`src/rtl/exc_ctrl_pkg.sv`:
```
// Shared types for the exception/ERET sequencer: exception codes, MEM-stage flag layout, CP0 error-write record.
// Pure declarations; no logic.
package exc_ctrl_pkg;

    localparam logic [31:0] EXC_VECTOR_DEFAULT = 32'hBFC00380;

    typedef enum logic [4:0] {
        INT  = 5'd0,
        ADEL = 5'd4,
        ADES = 5'd5,
        SYS  = 5'd8,
        BP   = 5'd9,
        RI   = 5'd10,
        OV   = 5'd12
    } exc_code_t;

    // Bit order matches mem_flags[6:0] = {adel_if, ri, ov, sys, bp, adel_d, ades}
    typedef struct packed {
        logic adel_if;
        logic ri;
        logic ov;
        logic sys;
        logic bp;
        logic adel_d;
        logic ades;
    } exc_flags_t;

    typedef struct packed {
        logic        we;
        logic        bd;
        logic        exl;
        logic [4:0]  exc;
        logic [31:0] epc;
        logic [31:0] bva;
    } reg_error;

    typedef enum logic [1:0] {
        S_IDLE     = 2'd0,
        S_FLUSH    = 2'd1,
        S_REDIRECT = 2'd2
    } state_t;

    function automatic logic [31:0] epc_of(input logic [31:0] pc, input logic bd);
        return bd ? pc - 32'd4 : pc;
    endfunction

endpackage

```
`src/rtl/exc_ctrl_prio.sv`:
```
// Exception priority encoder: picks the highest-priority source and its code/EPC/BadVAddr.
// Latency: combinational. Backpressure: none.
// Caller gates take with mem_valid and idle state.
module exc_ctrl_prio
    import exc_ctrl_pkg::*;
(
    input  logic [7:0]  intr_q,
    input  logic [6:0]  mem_flags,
    input  logic [31:0] mem_pc,
    input  logic        mem_bd,
    input  logic [31:0] mem_badaddr,
    output logic        take,
    output logic [4:0]  exc,
    output logic [31:0] epc,
    output logic [31:0] bva
);

    exc_flags_t f;
    exc_code_t  code;

    always_comb begin
        f    = exc_flags_t'(mem_flags);
        take = 1'b1;
        code = INT;
        bva  = 32'd0;
        if (intr_q != 8'd0) begin
            code = INT;
        end else if (f.adel_if) begin
            code = ADEL;
            bva  = mem_pc;
        end else if (f.ri) begin
            code = RI;
        end else if (f.ov) begin
            code = OV;
        end else if (f.sys) begin
            code = SYS;
        end else if (f.bp) begin
            code = BP;
        end else if (f.adel_d) begin
            code = ADEL;
            bva  = mem_badaddr;
        end else if (f.ades) begin
            code = ADES;
            bva  = mem_badaddr;
        end else begin
            take = 1'b0;
        end
        exc = code;
        epc = epc_of(mem_pc, mem_bd);
    end

endmodule

```
`src/rtl/exc_ctrl.sv`:
```
// Exception/ERET sequencer: one-cycle CP0 error write, pipeline flush, then redirect PC to fetch.
// Latency: cp0w/flush one cycle after acceptance; redirect offered after FLUSH_CYCLES flush cycles.
// Backpressure: redirect held until redirect_ready; busy stalls the pipe. Optional EXC_CTRL_COUNT_EN adds exc_count.
module exc_ctrl
    import exc_ctrl_pkg::*;
#(
    parameter logic [31:0] EXC_VECTOR   = EXC_VECTOR_DEFAULT,
    parameter int          FLUSH_CYCLES = 2
) (
    input  logic        clk,
    input  logic        rst,
    input  logic        mem_valid,
    input  logic [31:0] mem_pc,
    input  logic        mem_bd,
    input  logic [6:0]  mem_flags,
    input  logic [31:0] mem_badaddr,
    input  logic        mem_eret,
    input  logic [7:0]  intr_vect,
    input  logic [31:0] er_epc,
    output reg_error    cp0w,
    output logic        flush,
    output logic        busy,
    output logic        redirect_valid,
    output logic [31:0] redirect_pc,
    input  logic        redirect_ready
`ifdef EXC_CTRL_COUNT_EN
    ,
    output logic [31:0] exc_count
`endif
);

    localparam logic [3:0] CNT_INIT = 4'(FLUSH_CYCLES - 1);

    state_t      state_q, state_d;
    logic [3:0]  cnt_q, cnt_d;
    logic [7:0]  intr_q;
    reg_error    cp0w_d;
    logic        flush_d;
    logic        rv_d;
    logic [31:0] rpc_d;
    logic        sh_bd_q, sh_bd_d;
    logic [4:0]  sh_exc_q, sh_exc_d;
    logic [31:0] sh_bva_q, sh_bva_d;

    logic        take;
    logic [4:0]  p_exc;
    logic [31:0] p_epc;
    logic [31:0] p_bva;

    exc_ctrl_prio u_prio (
        .intr_q      (intr_q),
        .mem_flags   (mem_flags),
        .mem_pc      (mem_pc),
        .mem_bd      (mem_bd),
        .mem_badaddr (mem_badaddr),
        .take        (take),
        .exc         (p_exc),
        .epc         (p_epc),
        .bva         (p_bva)
    );

    assign busy = (state_q != S_IDLE);

    always_comb begin
        state_d  = state_q;
        cnt_d    = cnt_q;
        cp0w_d   = '0;
        flush_d  = flush;
        rv_d     = redirect_valid;
        rpc_d    = redirect_pc;
        sh_bd_d  = sh_bd_q;
        sh_exc_d = sh_exc_q;
        sh_bva_d = sh_bva_q;
        case (state_q)
            S_IDLE: begin
                if (mem_valid && take) begin
                    cp0w_d.we  = 1'b1;
                    cp0w_d.bd  = mem_bd;
                    cp0w_d.exl = 1'b1;
                    cp0w_d.exc = p_exc;
                    cp0w_d.epc = p_epc;
                    cp0w_d.bva = p_bva;
                    sh_bd_d    = mem_bd;
                    sh_exc_d   = p_exc;
                    sh_bva_d   = p_bva;
                    rpc_d      = EXC_VECTOR;
                    flush_d    = 1'b1;
                    cnt_d      = CNT_INIT;
                    state_d    = S_FLUSH;
                end else if (mem_valid && mem_eret) begin
                    // ERET replays the last exception's bd/exc/bva with EXL cleared
                    cp0w_d.we  = 1'b1;
                    cp0w_d.bd  = sh_bd_q;
                    cp0w_d.exl = 1'b0;
                    cp0w_d.exc = sh_exc_q;
                    cp0w_d.epc = er_epc;
                    cp0w_d.bva = sh_bva_q;
                    rpc_d      = er_epc;
                    flush_d    = 1'b1;
                    cnt_d      = CNT_INIT;
                    state_d    = S_FLUSH;
                end
            end
            S_FLUSH: begin
                if (cnt_q != 4'd0) begin
                    cnt_d = cnt_q - 4'd1;
                end else begin
                    flush_d = 1'b0;
                    rv_d    = 1'b1;
                    state_d = S_REDIRECT;
                end
            end
            S_REDIRECT: begin
                if (redirect_ready) begin
                    rv_d    = 1'b0;
                    state_d = S_IDLE;
                end
            end
            default: begin
                state_d = S_IDLE;
            end
        endcase
    end

    always_ff @(posedge clk) begin
        if (!rst) begin
            state_q        <= S_IDLE;
            cnt_q          <= 4'd0;
            intr_q         <= 8'd0;
            cp0w           <= '0;
            flush          <= 1'b0;
            redirect_valid <= 1'b0;
            redirect_pc    <= 32'd0;
            sh_bd_q        <= 1'b0;
            sh_exc_q       <= 5'd0;
            sh_bva_q       <= 32'd0;
        end else begin
            state_q        <= state_d;
            cnt_q          <= cnt_d;
            intr_q         <= intr_vect;
            cp0w           <= cp0w_d;
            flush          <= flush_d;
            redirect_valid <= rv_d;
            redirect_pc    <= rpc_d;
            sh_bd_q        <= sh_bd_d;
            sh_exc_q       <= sh_exc_d;
            sh_bva_q       <= sh_bva_d;
        end
    end

`ifdef EXC_CTRL_COUNT_EN
    always_ff @(posedge clk) begin
        if (!rst) begin
            exc_count <= 32'd0;
        end else if (cp0w.we && cp0w.exl && (exc_count != 32'hFFFF_FFFF)) begin
            exc_count <= exc_count + 32'd1;
        end
    end
`endif

endmodule

```
`config.mk`:
```
export PLATFORM = sky130hd
export DESIGN_NAME = exc_ctrl
export DESIGN_NICKNAME = d
export VERILOG_FILES = /design/src/rtl/exc_ctrl_pkg.sv /design/src/rtl/exc_ctrl_prio.sv /design/src/rtl/exc_ctrl.sv
export SDC_FILE = /design/constraint.sdc
export NUM_CORES = 1
export LEC_CHECK = 0
export ABC_AREA = 1
export CAP_MARGIN = 20
export CORE_MARGIN = 3
export CORE_UTILIZATION = 42
export CTS_BUF_LIST = sky130_fd_sc_hd__clkbuf_8
export DETAILED_ROUTE_END_ITERATION = 8
export GPL_ROUTABILITY_DRIVEN = 0
export PLACE_DENSITY = 0.84
export SLEW_MARGIN = 20
export SYNTH_ARGS = -nofsm -noshare
export SYNTH_HDL_FRONTEND = slang
export SYNTH_SLANG_ARGS = --single-unit
export TNS_END_PERCENT = 5
```
`constraint.sdc`:
```
create_clock -name clk -period 1.9 [get_ports clk]
set_clock_uncertainty 0.2 [all_clocks]
set_input_delay 0.38 -clock clk [delete_from_list [all_inputs] [get_ports clk]]
set_output_delay 0.38 -clock clk [all_outputs]
set_load 0.02 [all_outputs]
```
==> results.cfg <==
[worst_setup_path]
cp.depth = 9
r2r_setup_slack_ns = 0.12
cp-start-kind = input port
r2r-end = cp0w[4]$_SDFF_PN0_
worstReg2RegStart = state_q[0]$_SDFFE_PN0P_
cp_cell_sequence = clkdlybuf4s50_1 -> nor2_1 -> nand3_2 -> nor2_4 -> nand2_4 -> nor2_2 -> nand3_1 -> nand3_1 -> nand2_1
cp.required_ns = 2.06
rr_worst_depth = 9
cp.arrival_ns = 2.05
crit_slowest_cell = clkdlybuf4s50_1
cp_max_fo = 5
crit_family = simple AND/OR/NAND/NOR gates
path_common_cell = nand3_1
end_kind = flip-flop
slowest_delay_ns = 0.53
setup.worst_path.class = in2reg
cp_num_buf_inv = 1

[routing]
viasPerCell = 5.04
wl_mm = 22.2
drt_iter0_drc = 746
drc = 0
antenna_left = 0
drt_pass1_iterations = 5
vias = 7024
wire_per_inst_um = 15.9

[floorplanning]
dieWidth_um = 130
rows = 44
dieHeight_um = 130
core_area_um2 = 14800
io_pins = 224
initial_core_util = 0.436
die-area_um2 = 16800

[cts]
numCtsBuffers = 17
tritoncts = yes
cts-root-buf = clkbuf_8
clock_path_buffers = 2
hold_buffers = 0
clkLatencyLatePin_ns = 0.46
cts_sinks = 156
htree_levels = 4
clk_pin_slew_ns = 0.08

[finish]
final_cell_area_um2 = 9950
most-common-layout-cells = nand2_1 (310), dfxtp_1 (156), clkdlybuf4s50_1 (110), nand3_1 (107), dlygate4sd2_1 (106)
area_growth_syn_to_layout_pct = 54.8
layout_commonest_cell = nand2_1
fin_nets = 1317
drive_gt1_frac = 0.150
antenna_cells = 0

[sta]
layout_min_cycle_time_ns = 1.89
setup_violations = 0
finalCritPeriodShare = 0.997
slew_violations = 0
final.setup.worst_slack_ns = 0.00511
fmax_mhz = 528
slew_headroom = 0.588
hold_slack_ns = 0.148
tightest_slew_ns = 0.619
hold_viol = 0

[synth]
synth.distinct_cells = 33
ys_seq_area_frac = 0.486
synth_top_family_by_area = simple AND/OR/NAND/NOR gates
synth_nets = 1013
synth_compound_area_frac = 0.0716
synth-simple-area-share = 0.350
synthCells = 893
synth.area.mux_share = 0
ys_warn_count = 0
synth_xor_area_frac = 0.0150
syn_area_um2 = 6430
ys_ff_latch = 156
avgSynthCellArea_um2 = 7.20
synth_fa_ha_area_frac = 0.00584

[global_route]
grt_pass1_wl_mm = 33.4
grt_max_degree = 52
grt_pass1_vias = 6801
grt_overflow = 0
grt.total_usage = 0.256
antenna_found_initial = 0

[power]
powerDensity_nw_per_um2 = 736
ir_worst_vdd_mv = 0.446
p_total_mw = 7.32
leakage_nw = 5.15

[worst_hold_path]
hold_end = cnt_q[3]$_SDFFE_PN0P_
worstHoldStart = rst
whs_path_depth = 4
min_path_type = in2reg

[placement]
placed_area_um2 = 9500
pre_cts_slack_ns = -0.625
dpl.hpwl_mm = 16.2
port_buffers = 222

[run]
maxCapViolCount = 0

[outcome]
status = finished, final reports clean
## worst max-delay path by stage
stage | start | to | slack, ns
3_3_place_gp | mem_pc[2] | cp0w[52]$_SDFF_PN0_ | -0.60
2_1_floorplan | mem_pc[2] | cp0w[58]$_SDFF_PN0_ | 0.08
6_report | mem_pc[9] | cp0w[58]$_SDFF_PN0_ | 0.005
4_1_cts | mem_pc[3] | cp0w[56]$_SDFF_PN0_ | 0.003
5_1_grt | mem_pc[6] | cp0w[59]$_SDFF_PN0_ | -0.02
3_5_place_dp | mem_pc[2] | cp0w[52]$_SDFF_PN0_ | -0.62
## tightest hold or removal path, delay by kind of cell
| kind | cells | cell delay (ns) |
|---|---|---|
| AOI/OAI and AO/OA | 1 | 0.05 |
| buffers and inverters | 3 | 0.33 |
## registers in the layout, summed over array words and instances, names as in the netlist
register        flops
intr_q              8
flush               1
redirect_valid      1
redirect_pc        32
cp0w               71
sh_bd_q             1
state_q             2
sh_bva_q           32
cnt_q               4
sh_exc_q            4
## what timing repair did
item	CTS	global route
endpoints found under the hold margin	0	0
buffers inserted	3	3
pin swaps	4	6
endpoints found under the setup margin	115	113
gates cloned	0	1
gates resized for setup	119	28
## power by group
group	switching, mW	internal (mW)
sequential	0.0545	3.40
clock	1.33	1.27
combinational	0.692	0.584
## metrics by stage
step	utilization	std cells	setup TNS [ns]
after floorplan	-	893	0
after global placement	0.644	1355	-47.22
after CTS	0.665	1390	0
final	0.674	1394	0
after global routing	0.674	1394	-0.131
after detailed placement	0.644	1355	-56.34
## per-layer routing
| layer | track usage | wire length, um | vias up |
|---|---|---|---|
| met5 | 0 | 0 | - |
| met4 | 0.0984 | 645 | 0 |
| met3 | 0.0659 | 1750 | 49 |
| met2 | 0.433 | 10700 | 288 |
| met1 | 0.313 | 9030 | 3222 |
| li1 | - | - | 3465 |
## cells in the mapped netlist (all sizes together)
cell | count | area, um^2
a31oi | 2 | 12.5
nand3 | 112 | 578
and3 | 1 | 6.26
xnor2 | 3 | 26.3
nor3 | 6 | 41.3
a21oi | 15 | 75.1
buf | 25 | 159
nand2 | 319 | 1210
nor2 | 73 | 318
conb | 1 | 3.75
inv | 67 | 251
nor4 | 1 | 6.26
or2 | 3 | 18.8
ha | 3 | 37.5
nand3b | 1 | 7.51
o21a | 1 | 7.51
clkbuf | 13 | 48.8
o21ai | 73 | 365
xor2 | 8 | 70.1
nand4 | 10 | 62.6
dfxtp | 156 | 3120
## cell families (layout without fill, tap and decap cells)
logic type / Yosys count / in the layout
other cells: 1 / 1
fa+ha+maj: 3 / 3
simple gates: 526 / 526
xor+xnor: 11 / 11
compound gates: 91 / 91
flops: 156 / 156
buf+inv: 105 / 422
## cell type report
cell class | count | area (um^2)
Clock inverter | 13 | 151
Clock buffer | 19 | 262
Sequential cell | 156 | 3120
Multi-Input combinational cell | 632 | 2940
Tap cell | 184 | 230
Fill cell | 1256 | 4800
Inverter | 67 | 256
Timing Repair Buffer | 323 | 2990
(Power assumes the default switching activity.)
